$ cat src/rtl/uart_pkg.sv
// Shared UART definitions: transmit state encoding, line levels and default
// frame shape, common to uart_tx and the future uart_rx.
package uart_pkg;

    typedef enum logic [2:0] {
        IDLE,
        SYNC,
        START,
        DATA,
        PARITY,
        STOP
    } tx_state_t;

    localparam logic LINE_IDLE = 1'b1;
    localparam logic START_LVL = 1'b0;

    localparam int DEFAULT_DATA_BITS = 8;
    localparam int DEFAULT_STOP_BITS = 1;

endpackage

$ cat src/rtl/uart_tx.sv
// UART transmit serializer driven by an external baud tick: start bit, data
// LSB-first, optional parity (UART_TX_PARITY_EN), then STOP_BITS stop bits.
module uart_tx
    import uart_pkg::*;
#(
    parameter int DATA_BITS  = DEFAULT_DATA_BITS,
    parameter int STOP_BITS  = DEFAULT_STOP_BITS,
    parameter int PARITY_ODD = 0
) (
    input  logic                 clk,
    input  logic                 rst_n,
    input  logic                 tick,
    input  logic [DATA_BITS-1:0] tx_data,
    input  logic                 tx_valid,
    output logic                 tx_ready,
    output logic                 tx,
    output logic                 busy
);

    localparam int               CNT_W     = $clog2(DATA_BITS);
    localparam logic [CNT_W-1:0] DATA_LAST = CNT_W'(DATA_BITS - 1);
    localparam logic [CNT_W-1:0] STOP_LAST = CNT_W'(STOP_BITS - 1);
    localparam logic             PAR_SENSE = (PARITY_ODD != 0) ? 1'b1 : 1'b0;

    tx_state_t            state;
    tx_state_t            state_next;
    logic [DATA_BITS-1:0] shift;
    logic [DATA_BITS-1:0] shift_next;
    logic [CNT_W-1:0]     cnt;
    logic [CNT_W-1:0]     cnt_next;
    logic                 tx_next;
    logic                 accept;

`ifdef UART_TX_PARITY_EN
    logic par;
    logic par_next;
`endif

    assign tx_ready = (state == IDLE);
    assign busy     = (state != IDLE);
    assign accept   = tx_valid && tx_ready;

    // tx_next is the level for the current state; registering it delays the
    // line by exactly one clk behind every state change.
    always_comb begin
        state_next = state;
        shift_next = shift;
        cnt_next   = cnt;
        tx_next    = LINE_IDLE;
`ifdef UART_TX_PARITY_EN
        par_next   = par;
`endif
        case (state)
            IDLE: begin
                if (accept) begin
                    state_next = SYNC;
                    shift_next = tx_data;
`ifdef UART_TX_PARITY_EN
                    par_next   = (^tx_data) ^ PAR_SENSE;
`endif
                end
            end
            SYNC: begin
                if (tick) begin
                    state_next = START;
                end
            end
            START: begin
                tx_next = START_LVL;
                if (tick) begin
                    state_next = DATA;
                    cnt_next   = '0;
                end
            end
            DATA: begin
                tx_next = shift[0];
                if (tick) begin
                    shift_next = shift >> 1;
                    if (cnt == DATA_LAST) begin
                        cnt_next   = '0;
`ifdef UART_TX_PARITY_EN
                        state_next = PARITY;
`else
                        state_next = STOP;
`endif
                    end else begin
                        cnt_next = cnt + 1'b1;
                    end
                end
            end
`ifdef UART_TX_PARITY_EN
            PARITY: begin
                tx_next = par;
                if (tick) begin
                    state_next = STOP;
                end
            end
`else
            // Never entered without parity; the line simply stays idle-high.
            PARITY: begin
                tx_next    = LINE_IDLE | PAR_SENSE;
                state_next = STOP;
            end
`endif
            STOP: begin
                tx_next = LINE_IDLE;
                if (tick) begin
                    if (cnt == STOP_LAST) begin
                        state_next = IDLE;
                        cnt_next   = '0;
                    end else begin
                        cnt_next = cnt + 1'b1;
                    end
                end
            end
            default: begin
                state_next = IDLE;
                cnt_next   = '0;
            end
        endcase
    end

    // Asynchronous reset drops any frame in flight and forces the line high.
    always_ff @(posedge clk or negedge rst_n) begin
        if (!rst_n) begin
            state <= IDLE;
            shift <= '0;
            cnt   <= '0;
            tx    <= LINE_IDLE;
`ifdef UART_TX_PARITY_EN
            par   <= 1'b0;
`endif
        end else begin
            state <= state_next;
            shift <= shift_next;
            cnt   <= cnt_next;
            tx    <= tx_next;
`ifdef UART_TX_PARITY_EN
            par   <= par_next;
`endif
        end
    end

endmodule

$ cat config.mk
export PLATFORM = sky130hd
export DESIGN_NAME = uart_tx
export DESIGN_NICKNAME = d
export VERILOG_FILES = /design/src/rtl/uart_pkg.sv /design/src/rtl/uart_tx.sv
export SDC_FILE = /design/constraint.sdc
export NUM_CORES = 1
export LEC_CHECK = 0
export CAP_MARGIN = 20
export CORE_UTILIZATION = 44
export DETAILED_ROUTE_END_ITERATION = 10
export PLACE_DENSITY = 0.76
export SLEW_MARGIN = 20
export SYNTH_ARGS = -nofsm -noshare
export SYNTH_HDL_FRONTEND = slang
export SYNTH_SLANG_ARGS = --single-unit
$ cat constraint.sdc
create_clock -name clk -period 1.6 [get_ports clk]
set_clock_uncertainty 0.2 [all_clocks]
set_input_delay 0.4 -clock clk [delete_from_list [all_inputs] [get_ports clk]]
set_output_delay 0.4 -clock clk [all_outputs]
set_load 0.01 [all_outputs]
==> summary.md, run 1 <==
| Metric | Value |
|---|---|
| Gr usage total | `between 20% and 30%` |
| Setup CP Type | `register to output pin` |
| Place WS | `-0.4180 ns` |
| Family with the most delay on the worst path | `flip-flops` |
| Period utilization | `114.2%` |
| Worst setup margin | `-0.2266 ns` |
| Uppermost layer routed | `met4` |
| Layout cell share with drive strength beyond 1 | `42.86%` |
| Die X | `~45 um` |
| Placed cell area | `approximately 0.0010 mm2` |
| Seq cells post-synth | `15` |
| Worst path max stage delay | `roughly 0.39 ns` |
| Synthesized Nets | `slightly below 100` |
| Final Core Density | `a little under three quarters` |
| Clk sinks | `15` |
| Antenna cells | `0` |
| Failing checks | `setup timing` |
| H-tree Lvls | `1` |
| Relative slew slack | `between 80% and 90%` |
| Worst min path class | `primary input to async pin` |
| Met3 WL post-DR | `38 um` |
| Vias in the first global route | `about 720` |
| Final ANT Viol Nets | `0` |
| Initial core utilization | `between 40% and 50%` |
| CP Cell Sequence | `or3_4 -> inv_2 -> buf_6` |
| DRT met1 WL | `between 800 and 900 um` |
| Critical-path top delay cell | `dfrtp_1` |
| RSZ-0062 raised after global routing | `true` |
| Ports | `15` |
| Largest net degree at the start of global routing | `16` |
| R2R cell count | `7` |
| Vias per Instance | `~5.2` |
| CTS buffer count | `3` |
| Ys Warns | `0` |
| Post-Syn Area | `797.0 um2` |
| Leakage | `around 0.52 nW` |
| First-pass iteration count of the detailed router | `4` |
| Final Hold Vio Count | `0` |
| Sequential cell area | `between 300 and 400 um2` |
| Routability cong. | `around 0.72` |
| Final hold slack | `about 0.22 ns` |
| Power, Total | `between 2 and 2.5 mW` |
| Met2 WL | `between 1000 and 1500 um` |
| Buf+Inv Stages, Crit Path | `2` |
| Clock buffer depth | `2` |
| CTS tree | `done` |
| CP arrival | `1.23 ns` |
| Row cnt | `15` |
| Min Clock Period, post-route | `between 1.5 and 2 ns` |
| Initial DRC count | `12` |
| Reg clk slew, reported paths | `roughly 0.09 ns` |
| Pwr dens | `between 1500 and 2000 mW/mm2` |
| Final nets | `roughly 130` |
| Drt total wl | `just under 2000 um` |
| F_max | `between 500 and 600 MHz` |
| Sequential area share after synthesis | `47.25%` |
| Slew Limit Fails | `0` |
| Total number of vias | `approximately 720` |
| R2r endpoint | `shift[7]$_DFFE_PN0P_` |
| Worst setup EP type | `output pin` |
| PortBufs | `14` |
| Fin area | `around 0.0012 mm2` |
| Die area | `a little under 0.002 mm2` |
| Setup Viol. Count Final | `10` |
| # DRC | `0` |
| RR Startpoint | `state[0]$_DFFE_PN0P_` |
| First-pass GRT wire length | `around 3000 um` |
| Worst skew pair latency | `about 0.28 ns` |
| Max IR drop VDD | `roughly 1 mV` |
| Status | `finished, violations left` |
| Worst Tran Pin Value | `between 0.15 and 0.2 ns` |
| Hpwl dp | `1189 um` |
| FF-to-FF setup slack | `-0.18 ns` |
| WP data required | `1.00 ns` |
| Post-Syn Area per Cell | `approximately 10 um2` |
| Core area | `roughly 0.0017 mm2` |
| Area grow syn2layout | `51.81%` |
| Max-cap viol count | `0` |
| CP startpoint | `state[0]$_DFFE_PN0P_` |
| Total grt overflow | `0` |
| Crit path launch type | `register` |
| Initial antenna violation count | `0` |
| Crit path max fanout | `2` |
| Area of the multi-input gates | `475.5 um2` |
| Chip height | `roughly 45 um` |
| FILL cells | `between 100 and 150` |
| WL/cell | `approximately 14 um` |
| Clk root buf | `clkbuf_4` |
| Distinct cells, synth | `24` |
| Gate count after technology mapping | `82` |
==> worst max path at each step <==
stage	endpoint	slack (ns)	cells past startpoint
after global placement	shift[0]$_DFFE_PN0P_	-0.39	6
final	tx_ready	-0.23	3
after detailed placement	shift[3]$_DFFE_PN0P_	-0.42	6
after global routing	tx_ready	-0.27	3
after floorplan	shift[5]$_DFFE_PN0P_	-0.009	6
after CTS	tx_ready	-0.22	3
==> layer usage <==
metal / GRT usage (%) / up-vias
met3: 3.673 / 4
met4: 9.697 / 0
met2: 37.94 / 11
li1: - / 350
met1: 25.39 / 351
met5: 0 / -
==> metrics by stage <==
stage / instances / TNS (ns)
CTS: 137 / -1.010
global placement: 128 / -4.171
detailed placement: 128 / -4.578
global route: 137 / -2.184
finish: 137 / -1.662
floorplan: 82 / -0.01822
==> cell usage in the layout, fill, tap and decap left out <==
cell / n
dfstp_2: 1
o21ai_2: 1
nor2b_1: 1
nor2_4: 4
buf_2: 2
a21oi_2: 7
or3_4: 1
a21oi_1: 5
nand3b_1: 1
mux2i_1: 6
nand2b_4: 2
dlygate4sd2_1: 1
a21oi_4: 1
nor2b_2: 1
nor3_1: 1
nor2_2: 3
or3b_4: 1
clkbuf_1: 1
a21o_1: 1
clkdlybuf4s50_1: 10
buf_4: 10
buf_12: 1
inv_2: 1
o22ai_1: 2
o21ai_0: 3
clkbuf_4: 3
inv_1: 4
ha_2: 1
dfrtp_1: 14
o22ai_4: 1
nor2_1: 5
ha_1: 2
buf_6: 6
o32ai_2: 1
nand2_1: 2
nand3_1: 5
==> power breakdown <==
part           leakage [nW]  internal [mW]  total (mW)  switching (mW)
registers             0.170          0.552       0.671           0.119
clock network        0.0150         0.0969       0.222           0.125
logic                 0.338          0.702        1.37           0.667
==> cell families after synthesis <==
logic type | count (synthesis) | share of synthesized area (%)
and+or+nand+nor | 27 | 16.64
AOI/OAI and AO/OA | 22 | 17.43
DFF | 15 | 47.25
buffers and inverters | 9 | 6.435
muxes | 6 | 7.536
adders and majority gates | 3 | 4.710
==> worst register-to-register path: stages, from the launching register on <==
cell	delay, ns
dfrtp_1	0.39
buf_4	0.14
buf_6	0.10
or3b_4	0.37
a21oi_4	0.18
buf_12	0.17
buf_6	0.10
o21ai_2	0.04
==> repair_timing <==
action                     4_1_cts  5_1_grt
resized for setup               33       13
buffers inserted                 4        3
cloned                           1        0
setup endpoints to repair       11       14
hold buffers                     0        0
pin swaps                        1        4
==> registers in the layout (all words and copies together) (netlist names) <==
register	flops
cnt	3
shift	8
state	3
tx	1
==> cells in the mapped netlist <==
library cell / instances / share of area (%)
dfrtp_1: 14 / 44
nor2_1: 12 / 5.7
a21oi_1: 10 / 6.3
mux2i_1: 6 / 7.5
inv_1: 5 / 2.4
nand3_1: 5 / 3.1
o21ai_0: 4 / 2.5
ha_1: 3 / 4.7
o22ai_1: 3 / 2.4
a21oi_2: 2 / 2.2
buf_6: 2 / 2.8
nand2_1: 2 / 0.94
nand2b_1: 2 / 1.6
nor2b_1: 2 / 1.6
a21o_1: 1 / 0.94
a21oi_4: 1 / 2.0
buf_2: 1 / 0.63
clkbuf_2: 1 / 0.63
dfstp_2: 1 / 3.3
nand3b_1: 1 / 0.94
nor3_1: 1 / 0.63
o32ai_1: 1 / 1.1
or3_1: 1 / 0.79
or3b_4: 1 / 1.4
==> area by class of cell <==
cell class,instances,share of cell area [%]
timing repair buffer,30,23.27
clock buffer,4,2.172
sequential,15,31.13
inverter,5,1.551
multi-input combinational,58,39.30
tap,25,2.585
Note: power is estimated with default switching activity, not from simulation.
==> run 2, diff against run 1 <==
- CORE_UTILIZATION: 44 -> 45
- PLACE_DENSITY: 0.76 -> 0.75
- clock period: 1.6 -> 2.2 ns (I/O delays scaled with it)
==> run 2 against run 1 <==
Effect of this change:
- the flow now finishes without violations
- setup slack better by 0.30 ns
- combinational power is 52% lower
- via count shrank 10%
- critical path type unchanged
- critical endpoint unchanged
- largest power group unchanged
- highest routed layer is now met3
==> summary.md, run 2 (synthesis results as in run 1) <==
| Metric | Value |
|---|---|
| Worst setup EP type | `output pin` |
| Post-CTS resize count | `2` |
| WL/cell | `11.75 um` |
| Final nets | `between 100 and 150` |
| Buf+Inv Stages, Crit Path | `2` |
| Max-cap viol count | `0` |
| Net Sw Frac | `about two fifths` |
| Reg power frac | `a little over a third` |
| Initial DRC count | `16` |
| Met3 GRT Util | `under 10%` |
| Clk sinks | `15` |
| Most frequent cells in the layout | `dfrtp_1, nor2_1, clkdlybuf4s50_1, a21oi_1` |
| Final Hold Vio Count | `0` |
| Placed cell area | `about 990 um2` |
| Commonest non-fill, non-tap cell in the layout | `dfrtp_1` |
| First-pass iteration count of the detailed router | `6` |
| Setup total negative slack | `0 ns` |
| Clock buffer depth | `2` |
| Worst min path class | `register to register` |
| Worst path max stage delay | `0.38 ns` |
| Final Core Density | `approximately 64%` |
| Relative slew slack | `~70%` |
| Worst Tran Pin Value | `between 0.4 and 0.5 ns` |
| Chip height | `about 44 um` |
| Vias in the first global route | `660` |
| Max IR drop VDD | `0.8027 mV` |
| Largest registers | `shift: 8 flops, cnt: 3 flops, state: 3 flops` |
| Final ANT Viol Nets | `0` |
| NetSw | `between 0.4 and 0.5 mW` |
| Routability cong. | `about 0.73` |
| Worst setup margin | `between 0.07 and 0.08 ns` |
| Gr usage total | `between 10% and 20%` |
| CTS tree | `done` |
| Min Clock Period, post-route | `roughly 2.1 ns` |
| Area grow syn2layout | `27.32%` |
| Total grt overflow | `0` |
| Reg clk slew, reported paths | `about 0.09 ns` |
| Largest net degree at the start of global routing | `16` |
| Internal Power | `between 0.7 and 0.8 mW` |
| Hold buffer count at CTS | `0` |
| Met1 GRT Util | `about a quarter` |
| Status | `complete, no violations` |
| CP arrival | `~1.4 ns` |
| Row cnt | `14` |
| Slew Limit Fails | `0` |
| Hpwl dp | `1070 um` |
| Die X | `44.09 um` |
| RSZ-0062 raised after global routing | `false` |
| Initial antenna violation count | `0` |
| Ports | `15` |
| Crit path launch type | `register` |
| # DRC | `0` |
| Crit path max fanout | `2` |
| Drt total wl | `~1400 um` |
| H-tree Lvls | `1` |
| CP Cell Sequence | `or3_1 -> inv_1 -> dlygate4sd2_1` |
| Setup Viol. Count Final | `0` |
| F_max | `roughly 470 MHz` |
| Clk root buf | `clkbuf_4` |
| CTS buffer count | `3` |
| Max reg flops | `8` |
| Total number of vias | `644` |
| Met2 Track Usage GR | `29.71%` |
| WP data required | `between 1 and 1.5 ns` |
| First-pass GRT wire length | `around 2700 um` |
| Postcts setup bufs | `0` |
| Worst skew pair latency | `0.28 ns` |
| PortBufs | `14` |
| Period utilization | `between 90% and 100%` |
| Layout cell share with drive strength beyond 1 | `between 15 and 20%` |
| Critical-path top delay cell | `dfrtp_1` |
| Core area | `0.001577 mm2` |
| Logic pwr share | `around 52%` |
| Fin area | `0.001015 mm2` |
| Pwr dens | `~1300 mW/mm2` |
| Antenna cells | `0` |
| Setup CP Type | `register to output pin` |
| Largest Register | `shift` |
| Leakage | `~0.45 nW` |
| Vias per Instance | `~5.4` |
| Family with the most delay on the worst path | `flip-flops` |
| Clock power frac | `around an eighth` |
| Die area | `a little under 0.002 mm2` |
| Initial core utilization | `50.56%` |
| Place WS | `0.03765 ns` |
| Gr busiest metal | `met2` |
-- run 2: final cells by class --
type | instances | area, um2
fillers | 136 | 561.8
flip-flops and latches | 15 | 376.6
multi-input cells | 58 | 369.1
repair buffers | 21 | 202.7
clock buffers | 3 | 22.52
well taps | 16 | 20.02
inverters | 5 | 18.77
clock inverters | 1 | 5.005
-- run 2: power groups by stage --
stage | Sequential [mW] | Combinational, mW | Clock (mW)
floorplan | 0.459 | 0.511 | 0
global placement | 0.460 | 0.655 | 0
detailed placement | 0.465 | 0.671 | 0
CTS | 0.460 | 0.669 | 0.165
global route | 0.475 | 0.769 | 0.172
finish | 0.459 | 0.660 | 0.157
-- run 2: final timing paths --
check | cells past startpoint | slack [ns] | endpoint | startpoint
min reg2reg | 1 | 0.29 | tx$_DFF_PN1_ | shift[0]$_DFFE_PN0P_
max in group asynchronous | 2 | 1.18 | tx$_DFF_PN1_ | rst_n
max reg2reg | 6 | 0.53 | shift[1]$_DFFE_PN0P_ | state[1]$_DFFE_PN0P_
min in group asynchronous | 2 | 0.38 | state[2]$_DFFE_PN0P_ | rst_n
min | 1 | 0.29 | tx$_DFF_PN1_ | shift[0]$_DFFE_PN0P_
max | 3 | 0.08 | tx_ready | state[1]$_DFFE_PN0P_
-- run 2: stage by stage --
step / instances / hold slack (ns) / power, mW
floorplan: 82 / 0.05441 / 0.9705
global placement: 115 / 0.2752 / 1.116
detailed placement: 115 / 0.2747 / 1.136
CTS: 119 / 0.2972 / 1.294
global route: 119 / 0.3229 / 1.416
finish: 119 / 0.2909 / 1.277
-- run 2: metal layers --
metal / wire length, um / up-vias
li1: - / 328
met1: 673 / 297
met2: 662 / 19
met3: 63 / 0
met4: 0 / 0
met5: 0 / -
==> run 3, diff against run 2 <==
- CAP_MARGIN: 20 -> 10
- CORE_UTILIZATION: 45 -> 30
- CTS_CLUSTER_DIAMETER: unset -> 120
- PLACE_DENSITY: 0.75 -> 0.55
==> run 3 against run 2 <==
Effect of this change:
- register-to-register slack got worse by 0.02 ns
- final area rose by 0.62%
- critical path depth decreased by 1
- flip-flop and latch count is the same
- clock power is 4% higher
- highest routed layer is now met4
==> summary.md, run 3 (synthesis results as in run 1) <==
| Metric | Value |
|---|---|
| Status | `complete, no violations` |
| Max reg flops | `8` |
| Worst skew pair latency | `0.29 ns` |
| Most frequent cells in the layout | `dfrtp_1, nor2_1, clkdlybuf4s50_1, a21oi_1, mux2i_1` |
| Total number of vias | `~630` |
| Worst Tran Pin Value | `0.4652 ns` |
| Chip height | `about 54 um` |
| Routability cong. | `around 0.70` |
| Non-Filler Instances | `between 100 and 150` |
| Setup Viol. Count Final | `0` |
| Die area | `about 0.0029 mm2` |
| Critical-path top delay cell | `dfrtp_1` |
| Worst setup EP type | `output pin` |
| Final nets | `118` |
| Leakage | `approximately 0.45 nW` |
| First-pass iteration count of the detailed router | `4` |
| Initial core utilization | `between 30% and 40%` |
| WP data required | `around 1.5 ns` |
| Layout cell share with drive strength beyond 1 | `approximately 16%` |
| Slew Limit Fails | `0` |
| Commonest non-fill, non-tap cell in the layout | `dfrtp_1` |
| CTS buffer count | `3` |
| Vias per Instance | `roughly 4.8` |
| Core area | `~0.0025 mm2` |
| Clk sinks | `15` |
| CTS tree | `done` |
| Crit path launch type | `register` |
| Max-cap viol count | `0` |
| CP Cell Sequence | `or3_1 -> dlygate4sd2_1` |
| Crit path max fanout | `2` |
| NetSw | `0.5097 mW` |
| Reg power frac | `between 30% and 40%` |
| Die X | `53.55 um` |
| Final Hold Vio Count | `0` |
| Clock buffer depth | `2` |
| Logic pwr share | `between 50% and 60%` |
| F_max | `around 480 MHz` |
| Gr usage total | `13.13%` |
| Antenna cells | `0` |
| H-tree Lvls | `1` |
| # DRC | `0` |
| Largest registers | `shift: 8 flops, cnt: 3 flops, state: 3 flops` |
| DP Cell Count | `~130` |
| Min Clock Period, post-route | `between 2 and 2.5 ns` |
| Vias in the first global route | `between 600 and 700` |
| WL/cell | `11.48 um` |
| Setup total negative slack | `0 ns` |
| Post-CTS resize count | `2` |
| Period utilization | `between 90% and 100%` |
| Clock power frac | `12.7%` |
| Drt total wl | `between 1500 and 2000 um` |
| Area grow syn2layout | `28.10%` |
| First-pass GRT wire length | `2628 um` |
| Largest net degree at the start of global routing | `16` |
| PortBufs | `14` |
| Max IR drop VDD | `approximately 0.78 mV` |
| Pwr dens | `1270 mW/mm2` |
| Worst path max stage delay | `about 0.38 ns` |
| RSZ-0062 raised after global routing | `false` |
| Worst min path class | `register to register` |
| Initial DRC count | `12` |
| Internal Power | `between 0.7 and 0.8 mW` |
| Clk root buf | `clkbuf_4` |
| Initial antenna violation count | `0` |
| Row cnt | `18` |
| Net Sw Frac | `roughly two fifths` |
| Hpwl dp | `approximately 1100 um` |
| Final ANT Viol Nets | `0` |
| Total grt overflow | `0` |
| Reg clk slew, reported paths | `approximately 0.1 ns` |
| Largest Register | `shift` |
| CP arrival | `around 1.4 ns` |
| Postcts setup bufs | `0` |
| Hold buffer count at CTS | `0` |
| Setup CP Type | `register to output pin` |
| Ports | `15` |
| Relative slew slack | `around 69%` |
## run 3: cell type report
cell class                 count  area, um2
fill                         265       1479
inverter                       5      18.77
sequential                    15      376.6
tap                           30      37.54
multi-input combinational     58      369.1
clock inverter                 1      5.005
timing repair buffer          20      191.4
clock buffer                   3      22.52
## run 3: power by group through the flow
stage	clock network, mW	registers [mW]	logic [mW]
2_1_floorplan	0	0.459	0.511
3_3_place_gp	0	0.464	0.662
3_5_place_dp	0	0.464	0.678
4_1_cts	0.173	0.459	0.682
5_1_grt	0.188	0.473	0.765
6_report	0.164	0.458	0.674
## run 3: path summary, 6_finish.rpt
path | start | end | slack, ns | depth (start not counted)
hold reg to reg | shift[0]$_DFFE_PN0P_ | tx$_DFF_PN1_ | 0.32 | 1
max in group asynchronous | rst_n | tx$_DFF_PN1_ | 1.19 | 2
min in group asynchronous | rst_n | shift[7]$_DFFE_PN0P_ | 0.37 | 2
setup reg to reg | state[1]$_DFFE_PN0P_ | shift[0]$_DFFE_PN0P_ | 0.51 | 6
hold / removal | shift[0]$_DFFE_PN0P_ | tx$_DFF_PN1_ | 0.32 | 1
setup / recovery | state[1]$_DFFE_PN0P_ | busy | 0.10 | 2
## run 3: stage by stage
step           util (%)  setup slack [ns]  total power, mW  hold WS, ns  instance area, um2
2_1_floorplan         -            0.4026           0.9705      0.05441               797.0
3_3_place_gp      39.99           0.06626            1.126       0.2886               999.7
3_5_place_dp      39.99           0.03159            1.142       0.2987               999.7
4_1_cts           40.99           0.03429            1.314       0.3235                1025
5_1_grt           40.84           0.03270            1.427       0.3552                1021
6_report          40.84            0.1033            1.296       0.3163                1021
## run 3: routing by layer
layer | up-vias | share of wire [%] | wire, um | track usage, %
li1 | 326 | - | - | -
met2 | 13 | 47 | 711 | 23.33
met4 | 0 | 0.79 | 12 | 5.263
met5 | - | 0 | 0 | 0
met3 | 2 | 5.4 | 82 | 4.237
met1 | 288 | 47 | 709 | 14.31
## run 3: worst max-delay path, delay by kind of cell (launching register included)
family	cells	cell delay, ns
and+or+nand+nor	1	0.38
buffers and inverters	1	0.29
DFF	1	0.38
